### src/rtl/router_pkg.sv
// Shared types and constants for the router slave-side blocks.
package router_pkg;

  localparam int  N_MASTERS_DEFAULT = 4;
  localparam int  MASTER_ID_W       = $clog2(N_MASTERS_DEFAULT);

  localparam logic CMD_RD = 1'b0;
  localparam logic CMD_WR = 1'b1;

  typedef enum logic [1:0] {
    IDLE,
    ISSUE,
    DONE
  } arb_state_t;

endpackage

### src/rtl/fifo_if.sv
// Push/pop port of the generic show-ahead fifo.
interface fifo_if #(
  parameter int DATA_WIDTH = 8
);
  logic                  push;
  logic                  pop;
  logic [DATA_WIDTH-1:0] wdata;
  logic [DATA_WIDTH-1:0] rdata;
  logic                  full;
  logic                  empty;

  modport master (output push, pop, wdata, input rdata, full, empty);
  modport slave  (input push, pop, wdata, output rdata, full, empty);
endinterface

### src/rtl/slave_port_arbiter_if.sv
// Master-side command/response bundle plus the single slave req/ack port.
interface slave_port_arbiter_if #(
  parameter int N_MASTERS  = 4,
  parameter int ADDR_WIDTH = 32,
  parameter int DATA_WIDTH = 32
);
  logic [N_MASTERS-1:0]            m_req;
  logic [N_MASTERS-1:0]            m_cmd;
  logic [N_MASTERS*ADDR_WIDTH-1:0] m_addr;
  logic [N_MASTERS*DATA_WIDTH-1:0] m_wdata;
  logic [N_MASTERS-1:0]            m_ack;
  logic [N_MASTERS-1:0]            m_resp_valid;
  logic [DATA_WIDTH-1:0]           m_rdata;
  logic                            s_req;
  logic                            s_cmd;
  logic [ADDR_WIDTH-1:0]           s_addr;
  logic [DATA_WIDTH-1:0]           s_wdata;
  logic                            s_ack;
  logic                            s_resp;
  logic [DATA_WIDTH-1:0]           s_rdata;
  logic                            resp_err;

  // Arbiter side.
  modport slave (
    input  m_req, m_cmd, m_addr, m_wdata, s_ack, s_resp, s_rdata,
    output m_ack, m_resp_valid, m_rdata, s_req, s_cmd, s_addr, s_wdata, resp_err
  );

  // Environment side: the masters and the slave device.
  modport master (
    output m_req, m_cmd, m_addr, m_wdata, s_ack, s_resp, s_rdata,
    input  m_ack, m_resp_valid, m_rdata, s_req, s_cmd, s_addr, s_wdata, resp_err
  );
endinterface

### src/rtl/fifo.sv
// Generic show-ahead fifo, 2**FIFO_SIZE_EXP entries; rdata is the head while !empty.
// Push when full and pop when empty are ignored; simultaneous push/pop keeps occupancy.
module fifo #(
  parameter int DATA_WIDTH    = 8,
  parameter int FIFO_SIZE_EXP = 3
) (
  input logic clk,
  input logic rst,
  fifo_if.slave f
);
  localparam int DEPTH = 1 << FIFO_SIZE_EXP;
  localparam logic [FIFO_SIZE_EXP:0] PTR_ONE = 1;

  logic [DATA_WIDTH-1:0]  mem_q [DEPTH];
  logic [DATA_WIDTH-1:0]  mem_d [DEPTH];
  logic [FIFO_SIZE_EXP:0] wr_ptr_q, wr_ptr_d;
  logic [FIFO_SIZE_EXP:0] rd_ptr_q, rd_ptr_d;
  logic                   do_push, do_pop;

  // Extra pointer bit distinguishes full from empty when the indices match.
  assign f.empty = (wr_ptr_q == rd_ptr_q);
  assign f.full  = (wr_ptr_q[FIFO_SIZE_EXP] != rd_ptr_q[FIFO_SIZE_EXP]) &&
                   (wr_ptr_q[FIFO_SIZE_EXP-1:0] == rd_ptr_q[FIFO_SIZE_EXP-1:0]);
  assign f.rdata = mem_q[rd_ptr_q[FIFO_SIZE_EXP-1:0]];

  assign do_push = f.push & ~f.full;
  assign do_pop  = f.pop  & ~f.empty;

  always_comb begin
    mem_d    = mem_q;
    wr_ptr_d = wr_ptr_q;
    rd_ptr_d = rd_ptr_q;
    if (do_push) begin
      mem_d[wr_ptr_q[FIFO_SIZE_EXP-1:0]] = f.wdata;
      wr_ptr_d = wr_ptr_q + PTR_ONE;
    end
    if (do_pop) begin
      rd_ptr_d = rd_ptr_q + PTR_ONE;
    end
  end

  always_ff @(posedge clk) begin
    if (rst) begin
      wr_ptr_q <= '0;
      rd_ptr_q <= '0;
    end else begin
      wr_ptr_q <= wr_ptr_d;
      rd_ptr_q <= rd_ptr_d;
    end
  end

  always_ff @(posedge clk) begin
    mem_q <= mem_d;
  end
endmodule

### src/rtl/rr_arbiter.sv
// Round-robin pick of the first request at or after the pointer; combinational grant.
// The pointer moves to adv_id+1 only when advance is pulsed.
module rr_arbiter #(
  parameter int N    = 4,
  localparam int ID_W = $clog2(N)
) (
  input  logic            clk,
  input  logic            rst,
  input  logic [N-1:0]    req,
  input  logic            advance,
  input  logic [ID_W-1:0] adv_id,
  output logic [N-1:0]    gnt_oh,
  output logic [ID_W-1:0] gnt_id,
  output logic            gnt_vld
);
  localparam logic [ID_W-1:0] ID_ONE = 1;

  logic [ID_W-1:0] ptr_q, ptr_d;
  logic [ID_W-1:0] idx;

  // Scan from farthest to nearest so the nearest request is the last written.
  always_comb begin
    gnt_vld = 1'b0;
    gnt_id  = '0;
    gnt_oh  = '0;
    idx     = '0;
    for (int off = N - 1; off >= 0; off--) begin
      idx = ptr_q + ID_W'(off);
      if (req[idx]) begin
        gnt_vld = 1'b1;
        gnt_id  = idx;
      end
    end
    gnt_oh[gnt_id] = gnt_vld;
  end

  always_comb begin
    ptr_d = ptr_q;
    if (advance) begin
      ptr_d = adv_id + ID_ONE;
    end
  end

  always_ff @(posedge clk) begin
    if (rst) begin
      ptr_q <= '0;
    end else begin
      ptr_q <= ptr_d;
    end
  end
endmodule

### src/rtl/slave_port_arbiter.sv
// Shares one slave port between N_MASTERS masters: round-robin grant, one command per 3 cycles,
// and in-order routing of read responses via a fifo of issued master ids.
module slave_port_arbiter
  import router_pkg::*;
#(
  parameter int N_MASTERS    = 4,
  parameter int ADDR_WIDTH   = 32,
  parameter int DATA_WIDTH   = 32,
  parameter int ORD_FIFO_EXP = 3
) (
  input logic clk,
  input logic rst,
  slave_port_arbiter_if.slave bus
);
  localparam int ID_W = $clog2(N_MASTERS);

  arb_state_t            state_q, state_d;
  logic [ID_W-1:0]       gnt_id_q, gnt_id_d;
  logic                  s_req_q, s_req_d;
  logic                  s_cmd_q, s_cmd_d;
  logic [ADDR_WIDTH-1:0] s_addr_q, s_addr_d;
  logic [DATA_WIDTH-1:0] s_wdata_q, s_wdata_d;
  logic [N_MASTERS-1:0]  m_ack_q, m_ack_d;
  logic [N_MASTERS-1:0]  m_resp_valid_q, m_resp_valid_d;
  logic [DATA_WIDTH-1:0] m_rdata_q, m_rdata_d;
  logic                  resp_err_q, resp_err_d;

  logic [N_MASTERS-1:0]  eligible;
  logic [N_MASTERS-1:0]  arb_gnt_oh;
  logic [ID_W-1:0]       arb_gnt_id;
  logic                  arb_gnt_vld;
  logic                  arb_advance;
  logic                  ord_push, ord_pop;

  fifo_if #(.DATA_WIDTH(ID_W)) ord_if ();

  fifo #(
    .DATA_WIDTH   (ID_W),
    .FIFO_SIZE_EXP(ORD_FIFO_EXP)
  ) u_ord_fifo (
    .clk(clk),
    .rst(rst),
    .f  (ord_if)
  );

  // Reads need a free order slot at grant time; writes never touch the fifo.
  assign eligible = bus.m_req & (bus.m_cmd | {N_MASTERS{~ord_if.full}});

  rr_arbiter #(.N(N_MASTERS)) u_rr (
    .clk    (clk),
    .rst    (rst),
    .req    (eligible),
    .advance(arb_advance),
    .adv_id (gnt_id_q),
    .gnt_oh (arb_gnt_oh),
    .gnt_id (arb_gnt_id),
    .gnt_vld(arb_gnt_vld)
  );

  assign ord_if.push  = ord_push;
  assign ord_if.pop   = ord_pop;
  assign ord_if.wdata = gnt_id_q;

  always_comb begin
    state_d        = state_q;
    gnt_id_d       = gnt_id_q;
    s_req_d        = s_req_q;
    s_cmd_d        = s_cmd_q;
    s_addr_d       = s_addr_q;
    s_wdata_d      = s_wdata_q;
    m_ack_d        = '0;
    m_resp_valid_d = '0;
    m_rdata_d      = m_rdata_q;
    resp_err_d     = resp_err_q;
    arb_advance    = 1'b0;
    ord_push       = 1'b0;
    ord_pop        = 1'b0;

    case (state_q)
      IDLE: begin
        if (arb_gnt_vld) begin
          gnt_id_d  = arb_gnt_id;
          s_req_d   = 1'b1;
          s_cmd_d   = |(bus.m_cmd & arb_gnt_oh);
          s_addr_d  = bus.m_addr[arb_gnt_id*ADDR_WIDTH +: ADDR_WIDTH];
          s_wdata_d = bus.m_wdata[arb_gnt_id*DATA_WIDTH +: DATA_WIDTH];
          state_d   = ISSUE;
        end
      end
      ISSUE: begin
        if (bus.s_ack) begin
          s_req_d           = 1'b0;
          m_ack_d[gnt_id_q] = 1'b1;
          arb_advance       = 1'b1;
          ord_push          = (s_cmd_q == CMD_RD);
          state_d           = DONE;
        end
      end
      DONE: begin
        state_d = IDLE;
      end
      default: begin
        state_d = IDLE;
      end
    endcase

    // Slave responses come back in issue order, so the fifo head owns this one.
    if (bus.s_resp) begin
      if (!ord_if.empty) begin
        m_rdata_d                    = bus.s_rdata;
        m_resp_valid_d[ord_if.rdata] = 1'b1;
        ord_pop                      = 1'b1;
      end else begin
        resp_err_d = 1'b1;
      end
    end
  end

  always_ff @(posedge clk) begin
    if (rst) begin
      state_q        <= IDLE;
      gnt_id_q       <= '0;
      s_req_q        <= 1'b0;
      s_cmd_q        <= 1'b0;
      s_addr_q       <= '0;
      s_wdata_q      <= '0;
      m_ack_q        <= '0;
      m_resp_valid_q <= '0;
      m_rdata_q      <= '0;
      resp_err_q     <= 1'b0;
    end else begin
      state_q        <= state_d;
      gnt_id_q       <= gnt_id_d;
      s_req_q        <= s_req_d;
      s_cmd_q        <= s_cmd_d;
      s_addr_q       <= s_addr_d;
      s_wdata_q      <= s_wdata_d;
      m_ack_q        <= m_ack_d;
      m_resp_valid_q <= m_resp_valid_d;
      m_rdata_q      <= m_rdata_d;
      resp_err_q     <= resp_err_d;
    end
  end

  assign bus.s_req        = s_req_q;
  assign bus.s_cmd        = s_cmd_q;
  assign bus.s_addr       = s_addr_q;
  assign bus.s_wdata      = s_wdata_q;
  assign bus.m_ack        = m_ack_q;
  assign bus.m_resp_valid = m_resp_valid_q;
  assign bus.m_rdata      = m_rdata_q;
  assign bus.resp_err     = resp_err_q;
endmodule
### src/flat_wrapper.sv
// flat-port wrapper written by rule: the top's interface ports become plain ports
module slave_port_arbiter_flat import router_pkg::*;
#(
  parameter int N_MASTERS    = 4,
  parameter int ADDR_WIDTH   = 32,
  parameter int DATA_WIDTH   = 32,
  parameter int ORD_FIFO_EXP = 3
)
  (clk, rst, bus_m_req, bus_m_cmd, bus_m_addr, bus_m_wdata, bus_s_ack, bus_s_resp, bus_s_rdata, bus_m_ack, bus_m_resp_valid, bus_m_rdata, bus_s_req, bus_s_cmd, bus_s_addr, bus_s_wdata, bus_resp_err);
  slave_port_arbiter_if #(.N_MASTERS(N_MASTERS), .ADDR_WIDTH(ADDR_WIDTH), .DATA_WIDTH(DATA_WIDTH)) bus_i ();
  input logic clk;
  input logic rst;
  input wire logic [$bits(bus_i.m_req)-1:0] bus_m_req;
  input wire logic [$bits(bus_i.m_cmd)-1:0] bus_m_cmd;
  input wire logic [$bits(bus_i.m_addr)-1:0] bus_m_addr;
  input wire logic [$bits(bus_i.m_wdata)-1:0] bus_m_wdata;
  input wire logic [$bits(bus_i.s_ack)-1:0] bus_s_ack;
  input wire logic [$bits(bus_i.s_resp)-1:0] bus_s_resp;
  input wire logic [$bits(bus_i.s_rdata)-1:0] bus_s_rdata;
  output wire logic [$bits(bus_i.m_ack)-1:0] bus_m_ack;
  output wire logic [$bits(bus_i.m_resp_valid)-1:0] bus_m_resp_valid;
  output wire logic [$bits(bus_i.m_rdata)-1:0] bus_m_rdata;
  output wire logic [$bits(bus_i.s_req)-1:0] bus_s_req;
  output wire logic [$bits(bus_i.s_cmd)-1:0] bus_s_cmd;
  output wire logic [$bits(bus_i.s_addr)-1:0] bus_s_addr;
  output wire logic [$bits(bus_i.s_wdata)-1:0] bus_s_wdata;
  output wire logic [$bits(bus_i.resp_err)-1:0] bus_resp_err;
  assign bus_i.m_req = bus_m_req;
  assign bus_i.m_cmd = bus_m_cmd;
  assign bus_i.m_addr = bus_m_addr;
  assign bus_i.m_wdata = bus_m_wdata;
  assign bus_i.s_ack = bus_s_ack;
  assign bus_i.s_resp = bus_s_resp;
  assign bus_i.s_rdata = bus_s_rdata;
  assign bus_m_ack = bus_i.m_ack;
  assign bus_m_resp_valid = bus_i.m_resp_valid;
  assign bus_m_rdata = bus_i.m_rdata;
  assign bus_s_req = bus_i.s_req;
  assign bus_s_cmd = bus_i.s_cmd;
  assign bus_s_addr = bus_i.s_addr;
  assign bus_s_wdata = bus_i.s_wdata;
  assign bus_resp_err = bus_i.resp_err;
  slave_port_arbiter #(.N_MASTERS(N_MASTERS), .ADDR_WIDTH(ADDR_WIDTH), .DATA_WIDTH(DATA_WIDTH), .ORD_FIFO_EXP(ORD_FIFO_EXP)) u_core (.clk(clk), .rst(rst), .bus(bus_i));
endmodule
### config.mk
export PLATFORM = sky130hd
export DESIGN_NAME = slave_port_arbiter_flat
export DESIGN_NICKNAME = d
export VERILOG_FILES = /design/src/rtl/router_pkg.sv /design/src/rtl/fifo_if.sv /design/src/rtl/slave_port_arbiter_if.sv /design/src/rtl/fifo.sv /design/src/rtl/rr_arbiter.sv /design/src/rtl/slave_port_arbiter.sv /design/src/flat_wrapper.sv
export SDC_FILE = /design/constraint.sdc
export NUM_CORES = 1
export LEC_CHECK = 0
export ABC_CLOCK_PERIOD_IN_PS = 5300
export CORE_AREA = 5 5 157 159
export CTS_BUF_LIST = sky130_fd_sc_hd__clkbuf_16
export CTS_CLUSTER_SIZE = 25
export DETAILED_ROUTE_END_ITERATION = 16
export DIE_AREA = 0 0 162 164
export PLACE_DENSITY_LB_ADDON = 0.15
export REMOVE_ABC_BUFFERS = 1
export SETUP_SLACK_MARGIN = 0.02
export SLEW_MARGIN = 20
export SYNTH_ARGS = -nofsm -noshare
export SYNTH_HDL_FRONTEND = slang
export SYNTH_SLANG_ARGS = --single-unit
### constraint.sdc
create_clock -name clk -period 5.3 [get_ports clk]
set_clock_uncertainty 0.1 [all_clocks]
set_input_delay 1.325 -clock clk [delete_from_list [all_inputs] [get_ports clk]]
set_output_delay 1.325 -clock clk [all_outputs]
set_load 0.03 [all_outputs]
==> impl_results.md <==
* Status: complete, no violations
* Max Cap Violations at 0
* Register bit total from synthesis at about 140
* Comb pwr share at 0.301
* Post-route clock period utilization at 0.714
* Worst min path class: flip-flop to flip-flop
* Actual transition at the worst max-transition pin at roughly 0.79 ns
* Tmin final at ~3.8 ns
* Critical Path RT at around 5.5 ns
* Avg Cell Area, Syn at 10.8 um^2
* Primary FF master, synth: dfxtp_1
* Htree depth at 4
* CTS tree: yes
* Relative slew slack at 0.472
* Internal power at ~2300 uW
* Leakage at 0.00415 uW
* Crit-path max FO at 36
* Total Routing Usage GR at 0.199
* Ys Warns at 0
* Crit path launch type: flip-flop
* Max-slew violation count at 0
* Setup crit end kind: flip-flop
* Detailed Place HPWL at 21,400 um
* Most common cell after layout, fill and taps aside: clkdlybuf4s50_1
* Die W at ~160 um
* Reg clk slew, reported paths at 0.06 ns
* # hold bufs at CTS at 0
* P&R area growth vs syn at 66.6%
* Share of cells above drive strength 1 at 0.106
* Max VDD drop at between 0.15 and 0.2 mV
* Pwr/cell area at about 300 nW/um^2
* Initial core utilization at 0.304
* Die Ht at roughly 160 um
* Core box area at 23,100 um^2
* Reg power frac at 0.349
* Fill count at 2,156
* Setup CP Type: flip-flop to flip-flop
* # placed instances at 1,310
* Clock tree buffer depth at 2
* Wire length per cell at between 20 and 25 um
* Final core occ at 0.507
* Routed WL at 27,300 um
* Register area share after synthesis at 0.412
* Antenna violations before repair at 2
* RSZ-0062 raised after global routing: no
* EDFF count, synth at 16
* Most frequent cells in the layout: clkdlybuf4s50_1 (405), nand2_1 (139), mux2i_1 (136)
* DP Area at approximately 11,000 um^2
* CTS sink count at 137
* FMAX at 264 MHz
* Clk_lat worst skew at between 0.4 and 0.5 ns
* # setup viols final at 0
* Psw at 1120 uW
* Mapped Cells at 653
* Final nets at ~1,300
* Total die area at about 27,000 um^2
* Distinct cell type count after synthesis at 44
* Port Buffers at between 400 and 500
* Clock share of power at 0.350
* Num ports at 407
* Setup bufs post-CTS at 0
* Global-route congestion overflow total at 0
* Initial DRC Count at between 200 and 250
* DRC at 0
* CTS buffer count at 17
* Row count at 56
* Cell Area, Synth at a little over 7000 um^2
* Fin area at 11,700 um^2
* ANT nets after route at 0
* Post-CTS sizing at 0
* Largest net degree at the start of global routing at 63
* Switching share of power at 0.323
* Final Hold Fails at 0
* Ys async rst share at 0
* Filler-free cell count of the finished design at ~1,300
* Vias per cell at 4.73
* Vias in the first global route at roughly 6,600
* Via count at between 6,000 and 7,000
* RD Place Congestion at a little over 0.8
* First-pass GRT wire length at 40,300 um
* Worst hold slack at between 0.3 and 0.4 ns
* Worst EP arrival at ~4 ns
* DR pass1 iterations at 5
* Root Buffer: clkbuf_16
-- flip-flops by register name, summed over array words and instances, names as in the netlist, 2 cells and up --
| name | cells |
|---|---|
| u_core.bus.m_rdata | 32 |
| u_core.bus.s_addr | 32 |
| u_core.bus.s_wdata | 32 |
| u_core.u_ord_fifo.mem_q | 16 |
| u_core.bus.m_ack | 4 |
| u_core.bus.m_resp_valid | 4 |
| u_core.u_ord_fifo.rd_ptr_q | 4 |
| u_core.u_ord_fifo.wr_ptr_q | 4 |
| u_core.gnt_id_q | 2 |
| u_core.state_q | 2 |
| u_core.u_rr.ptr_q | 2 |
-- cell families after synthesis --
group | after synthesis | synth area share
mux | 140 | 0.208
buf+inv | 58 | 0.0745
flops | 137 | 0.412
xor+xnor | 10 | 0.0135
compound gates | 116 | 0.173
fa+ha+maj | 6 | 0.0107
simple gates | 186 | 0.107
-- power by group through the flow --
stage	clock network [uW]	logic (uW)	registers [uW]
5_1_grt	1300	1110	1220
3_3_place_gp	0	1050	1230
3_5_place_dp	0	1050	1230
2_1_floorplan	0	364	1410
4_1_cts	1250	1060	1210
6_report	1220	1040	1210
-- synth_stat cells, types with 5 or more instances --
cell type  count  area, um^2
a21oi_1       37         185
and2_1         5        31.3
buf_12         8         160
buf_2          9        45.0
buf_4          6        45.0
buf_6          8        90.1
clkbuf_1      15        56.3
dfxtp_1      121        2420
edfxtp_1      16         480
ha_1           6        75.1
inv_1          5        18.8
mux2i_1      136        1360
nand2_1      140         526
nor2_1        25        93.8
o221ai_1      15         131
o221ai_2      51         766
xnor2_1        5        43.8
-- per-layer routing --
metal / routed length, um / GRT usage / up-vias
li1: - / - / 3159
met1: 10800 / 0.226 / 2941
met2: 13700 / 0.351 / 217
met3: 2140 / 0.0698 / 38
met4: 644 / 0.0646 / 0
met5: 0 / 0 / -
-- through the flow --
stage                     setup TNS [ns]  total power (uW)  setup slack, ns
after floorplan                  -128.49              1770            -1.97
after global placement                 0              2280             1.33
after detailed placement               0              2290             1.27
after CTS                              0              3520             1.48
after global routing                   0              3630             1.30
final                                  0              3470             1.52
-- area by class of cell --
class / count / area (um^2) / area share
clock inverters: 15 / 174 / 0.0148
flip-flops and latches: 137 / 2900 / 0.248
repair buffers: 420 / 4200 / 0.358
multi-input cells: 458 / 3640 / 0.310
well taps: 290 / 363 / 0.0309
clock buffers: 17 / 425 / 0.0363
inverters: 5 / 18.8 / 0.00160
diodes: 2 / 5.00 / 0.000427
-- worst max-delay path, stage by stage, from the launching register on --
cell,delay [ns]
dfxtp_1,0.57
xor2_1,0.14
or4b_1,0.78
o21ai_2,0.35
o221ai_1,0.15
a22oi_1,0.35
nand2b_4,0.63
buf_4,0.37
o221ai_1,0.16
-- path summary, 6_finish.rpt --
kind	startpoint	end	slack, ns	depth (start not counted)
max	u_core.u_ord_fifo.rd_ptr_q[0]$_SDFFE_PP0P_	u_core.bus.s_addr[0]$_SDFFE_PP0P_	1.52	8
min	u_core.bus.m_rdata[22]$_SDFFE_PP0P_	u_core.bus.m_rdata[22]$_SDFFE_PP0P_	0.35	2
max reg2reg	u_core.u_ord_fifo.rd_ptr_q[0]$_SDFFE_PP0P_	u_core.bus.s_addr[0]$_SDFFE_PP0P_	1.52	8
min reg2reg	u_core.bus.m_rdata[22]$_SDFFE_PP0P_	u_core.bus.m_rdata[22]$_SDFFE_PP0P_	0.35	2
Note: power is estimated with default switching activity, not from simulation.
==> RTL change 1, RTL diff (same flow settings) <==
`ORD_FIFO_EXP` is set to 3 in 2 places; all go to 5.
--- a/src/rtl/slave_port_arbiter.sv
+++ b/src/rtl/slave_port_arbiter.sv
@@ -6,7 +6,7 @@
   parameter int N_MASTERS    = 4,
   parameter int ADDR_WIDTH   = 32,
   parameter int DATA_WIDTH   = 32,
-  parameter int ORD_FIFO_EXP = 3
+  parameter int ORD_FIFO_EXP = 5
 ) (
   input logic clk,
   input logic rst,
--- a/src/flat_wrapper.sv
+++ b/src/flat_wrapper.sv
@@ -4,7 +4,7 @@
   parameter int N_MASTERS    = 4,
   parameter int ADDR_WIDTH   = 32,
   parameter int DATA_WIDTH   = 32,
-  parameter int ORD_FIFO_EXP = 3
+  parameter int ORD_FIFO_EXP = 5
 )
   (clk, rst, bus_m_req, bus_m_cmd, bus_m_addr, bus_m_wdata, bus_s_ack, bus_s_resp, bus_s_rdata, bus_m_ack, bus_m_resp_valid, bus_m_rdata, bus_s_req, bus_s_cmd, bus_s_addr, bus_s_wdata, bus_resp_err);
   slave_port_arbiter_if #(.N_MASTERS(N_MASTERS), .ADDR_WIDTH(ADDR_WIDTH), .DATA_WIDTH(DATA_WIDTH)) bus_i ();
Check against the original RTL: same outputs for any inputs over 4 cycles, from zero or initial values and one cycle with rst high; that may be too few to reach the edited logic, so the function may still have changed.
==> RTL change 1 against the original RTL <==
Register-to-register slack improved by 0.19 ns; sequential power increased by 36%; area after synthesis increased by 29%; worst setup slack got worse by 0.13 ns; maximum frequency decreased by 3.3%; wire length increased by 11%; non-clock buffer count increased by 1; design area increased by 18%; die area unchanged; sequential cell count increased by 52; total power increased by 16%; critical path type is now in2reg; critical endpoint is now u_core.bus.s_addr[31]$_SDFFE_PP0P_.
==> RTL change 1: results (changes against the original RTL) <==
Worst Min Path Start u_core.bus.m_rdata[30]$_SDFFE_PP0P_ (was u_core.bus.m_rdata[22]$_SDFFE_PP0P_); Tot GR Track Use 21.67% (was 19.90%); result of the run finished, final reports clean (unchanged); IR drop worst, VDD 0.0001862 V (was 0.0001835 V); gate count of the mapped netlist 790 (was 653); pre-CTS setup slack 0.9340 ns (was 1.275 ns); Placer Congestion 0.8406 (was 0.8050); pin count of the biggest net entering global routing 66 (was 63); total vias in the final route 7503 (was 6355); post-detailed-placement half-perimeter wirelength 23330 um (was 21430 um); number of synthesized flops with an enable pin 64 (was 16); wirelength, routed 30140 um (was 27270 um); arrival time at the worst endpoint 4.09 ns (was 3.96 ns); number of placed cells counting well taps 1440 (was 1310); number of antenna violations at the first check in global routing 7 (was 2); final net count 1478 (was 1345); critical register-to-register path startpoint u_core.u_ord_fifo.rd_ptr_q[2]$_SDFFE_PP0P_ (was u_core.u_ord_fifo.rd_ptr_q[0]$_SDFFE_PP0P_); global-route wire length before repair 44050 um (was 40320 um); Yosys cell types 47 (was 44); Max stage delay on crit path 0.71 ns (was 0.78 ns); leak pwr 5.403 nW (was 4.149 nW); number of cells on the worst reg-to-reg path 7 (was 8); routed length per placed instance 20.40 um (was 20.29 um); number of DRC violations after detailed-routing iteration 0 386 (was 242); Synth top cells by count sky130_fd_sc_hd__nand2_1 (143), sky130_fd_sc_hd__mux2i_1 (133), sky130_fd_sc_hd__dfxtp_1 (125) (was sky130_fd_sc_hd__nand2_1 (140), sky130_fd_sc_hd__mux2i_1 (136), sky130_fd_sc_hd__dfxtp_1 (121))
## RTL change 1: worst register-to-register path, cell delays in order, from the launching register on
cell and delay, ns:
sky130_fd_sc_hd__dfxtp_1 0.71, sky130_fd_sc_hd__xnor2_4 0.19, sky130_fd_sc_hd__nand3_4 0.14, sky130_fd_sc_hd__o41ai_1 0.47, sky130_fd_sc_hd__a311o_2 0.63, sky130_fd_sc_hd__buf_4 0.72, sky130_fd_sc_hd__mux2i_1 0.35, sky130_fd_sc_hd__o221ai_2 0.12
## RTL change 1: cells by family (layout without fill, tap and decap cells)
family                     after synthesis  after routing  synth area share [%]
and+or+nand+nor                        233            233                 10.65
DFF                                    189            189                 48.71
muxes                                  155            155                 19.86
AOI/OAI and AO/OA                      122            122                 13.03
buffers and inverters                   67            459                 4.684
xor gates and xnor gates                15             15                 1.818
adders and majority gates                9              9                 1.240
other                                    0              5                     0
## RTL change 1: path summary, 6_finish.rpt
| path | end | slack, ns |
|---|---|---|
| max | u_core.bus.s_addr[31]$_SDFFE_PP0P_ | 1.39 |
| min | u_core.bus.m_rdata[30]$_SDFFE_PP0P_ | 0.35 |
| max reg2reg | u_core.bus.s_addr[31]$_SDFFE_PP0P_ | 1.71 |
| min reg2reg | u_core.bus.m_rdata[30]$_SDFFE_PP0P_ | 0.35 |
## RTL change 1: final cells by class
type | instances | area share (%)
antenna | 5 | 0.09014
clock inverter | 15 | 1.046
timing repair buffer | 421 | 30.47
tap | 290 | 2.614
multi-input combinational | 534 | 30.68
clock buffer | 17 | 3.065
inverter | 6 | 0.1623
sequential | 189 | 31.87
## RTL change 1: through the flow
stage / setup TNS, ns / area [um2]
CTS: 0 / 13870
detailed placement: 0 / 13300
global route: 0 / 13880
floorplan: -150.75 / 8680
finish: 0 / 13880
global placement: 0 / 13270
## RTL change 1: metal layers
| layer | track usage [%] | share of wire, % |
|---|---|---|
| met1 | 24.75 | 37 |
| met2 | 37.65 | 53 |
| met3 | 5.922 | 6.6 |
| met4 | 10.50 | 3.5 |
| met5 | 0 | 0.070 |
## RTL change 1: report_power, final
group	internal [mW]	switching [mW]	leakage [nW]	total, mW
logic	0.551	0.564	3.52	1.11
clock network	0.627	0.621	0.277	1.25
registers	1.60	0.0536	1.61	1.65
total	2.78	1.24	5.40	4.02
==> RTL change 2, RTL diff (same settings) <==
Made on the original files. Make the reset (`rst`) asynchronous in 3 clocked blocks.
--- a/src/rtl/fifo.sv
+++ b/src/rtl/fifo.sv
@@ -39,7 +39,7 @@
     end
   end
 
-  always_ff @(posedge clk) begin
+  always_ff @(posedge clk or posedge rst) begin
     if (rst) begin
       wr_ptr_q <= '0;
       rd_ptr_q <= '0;
--- a/src/rtl/rr_arbiter.sv
+++ b/src/rtl/rr_arbiter.sv
@@ -41,7 +41,7 @@
     end
   end
 
-  always_ff @(posedge clk) begin
+  always_ff @(posedge clk or posedge rst) begin
     if (rst) begin
       ptr_q <= '0;
     end else begin
--- a/src/rtl/slave_port_arbiter.sv
+++ b/src/rtl/slave_port_arbiter.sv
@@ -116,7 +116,7 @@
     end
   end
 
-  always_ff @(posedge clk) begin
+  always_ff @(posedge clk or posedge rst) begin
     if (rst) begin
       state_q        <= IDLE;
       gnt_id_q       <= '0;
Formal check against the unedited RTL: differs if rst is asserted again (counterexample within 4 cycles, from zero or initial values and one cycle with rst high); with rst held inactive, the same outputs for 4 cycles.
==> RTL change 2 against the original RTL <==
Die area did not move; wire length increased by 0.76%; area after synthesis rose by 6.3%; design area up 4.9%; critical endpoint is now u_core.bus.s_addr[12]$_DFFE_PP0P_; hold slack better by 0.011 ns; worst setup slack better by 0.32 ns; sequential cell count unchanged; synthesized cell count is 2.5% lower.
Power is not compared: it rests on default switching activity, and its combinational part moved more than twofold at a synthesized area within 25%.
==> RTL change 2: results (changes against the original RTL) <==
Tot GR Track Use 19.99% (was 19.90%); Critical R2R Capture u_core.bus.s_addr[12]$_DFFE_PP0P_ (was u_core.bus.s_addr[0]$_SDFFE_PP0P_); remaining max-slew budget at the tightest pin 50.23% (was 47.20%); hold path endpoint u_core.state_q[0]$_DFFE_PP0P_ (was u_core.bus.m_rdata[22]$_SDFFE_PP0P_); IR drop worst, VDD 0.0002749 V; Worst Path Buf+Inv 2 (was 1); Synth top cells by count sky130_fd_sc_hd__nand2_1 (177), sky130_fd_sc_hd__mux2i_1 (132), sky130_fd_sc_hd__dfrtp_1 (121) (was sky130_fd_sc_hd__nand2_1 (140), sky130_fd_sc_hd__mux2i_1 (136), sky130_fd_sc_hd__dfxtp_1 (121)); fraction of layout cells with a size suffix above 1 11.43% (was 10.65%); result of the run finished, final reports clean (unchanged); pin count of the biggest net entering global routing 72 (was 63); number of fill cells in the layout 2047 (was 2156); primary flip-flop cell chosen by synthesis mapping sky130_fd_sc_hd__dfrtp_1 (was sky130_fd_sc_hd__dfxtp_1); Worst R2R Setup Slack 2.12 ns (was 1.52 ns); CP max-delay cell sky130_fd_sc_hd__a221oi_4 (was sky130_fd_sc_hd__or4b_1); Placed Area 11650 um2 (was 11120 um2); number of vias per cell after detailed routing 4.772 (was 4.728); global-route wire length before repair 40520 um (was 40320 um); Max stage delay on crit path 0.51 ns (was 0.78 ns); post-synthesis sequential area ratio 46.87% (was 41.23%); fraction of synthesis flops using an asynchronous set or reset pin 88.32% (was 0%); leak pwr 5.271 nW; Worst Min Path Start u_core.state_q[1]$_DFFE_PP0P_ (was u_core.bus.m_rdata[22]$_SDFFE_PP0P_); post-detailed-placement half-perimeter wirelength 21080 um (was 21430 um); final hold slack 0.3634 ns (was 0.3528 ns); wirelength, routed 27480 um (was 27270 um); pre-CTS setup slack 1.429 ns (was 1.275 ns); cell count of the worst hold path 1 (was 2); number of DRC violations after detailed-routing iteration 0 260 (was 242); critical register-to-register path startpoint u_core.u_ord_fifo.rd_ptr_q[0]$_DFFE_PP0P_ (was u_core.u_ord_fifo.rd_ptr_q[0]$_SDFFE_PP0P_); Synth area leaders sky130_fd_sc_hd__dfrtp_1 (40%), sky130_fd_sc_hd__mux2i_1 (18%), sky130_fd_sc_hd__o221ai_2 (11%), sky130_fd_sc_hd__nand2_1 (8.9%), sky130_fd_sc_hd__edfxtp_1 (6.4%) (was sky130_fd_sc_hd__dfxtp_1 (34%), sky130_fd_sc_hd__mux2i_1 (19%), sky130_fd_sc_hd__o221ai_2 (11%), sky130_fd_sc_hd__nand2_1 (7.5%), sky130_fd_sc_hd__edfxtp_1 (6.8%)); number of antenna violations at the first check in global routing 1 (was 2); crit-path max FO 69 (was 36); Placer Congestion 0.8432 (was 0.8050); number of antenna diodes 0 (was 2); total vias in the final route 6351 (was 6355); category of cells accounting for the largest share of critical-path delay buffers and inverters (was simple AND/OR/NAND/NOR gates); average footprint of a synthesized cell 11.75 um2 (was 10.78 um2); number of placed cells counting well taps 1298 (was 1310)
-- RTL change 2: logic make-up after synthesis --
family | synth area share (%)
AOI/OAI and AO/OA | 13.87
xor gates and xnor gates | 1.471
adders and majority gates | 1.003
buffers and inverters | 6.051
DFF | 46.87
muxes | 19.31
and+or+nand+nor | 11.42
-- RTL change 2: where the power goes --
part | internal, mW | switching [mW]
clock | 0.684 | 0.569
combinational | 1.63 | 2.07
sequential | 1.50 | 0.307
total | 3.82 | 2.95
-- RTL change 2: worst max path at each step --
stage	endpoint	start	slack, ns	cells past startpoint
6_report	u_core.bus.s_addr[12]$_DFFE_PP0P_	bus_m_cmd[0]	1.84	7
5_1_grt	u_core.bus.s_addr[12]$_DFFE_PP0P_	bus_m_cmd[0]	1.71	7
4_1_cts	u_core.bus.s_addr[12]$_DFFE_PP0P_	bus_m_cmd[3]	1.89	7
3_5_place_dp	u_core.bus.s_addr[12]$_DFFE_PP0P_	bus_m_cmd[3]	1.43	7
3_3_place_gp	u_core.bus.s_addr[12]$_DFFE_PP0P_	bus_m_cmd[3]	1.48	7
2_1_floorplan	u_core.bus.s_addr[0]$_DFFE_PP0P_	bus_m_cmd[3]	-1.98	5
-- RTL change 2: cell type report --
cell class / count / area, um2 / area share [%]
clock inverters: 15 / 193.9 / 1.577
inverters: 7 / 28.78 / 0.2340
multi-input cells: 446 / 3536 / 28.75
well taps: 290 / 362.8 / 2.950
flip-flops and latches: 137 / 3508 / 28.52
repair buffers: 419 / 4244 / 34.51
clock buffers: 17 / 425.4 / 3.459
-- RTL change 2: metal layers --
layer	track usage (%)	up-vias	share of wire, %
met5	0	-	0.047
met4	5.421	2	1.9
met3	5.194	33	6.0
met2	34.36	216	52
met1	25.06	3020	40
li1	-	3080	-
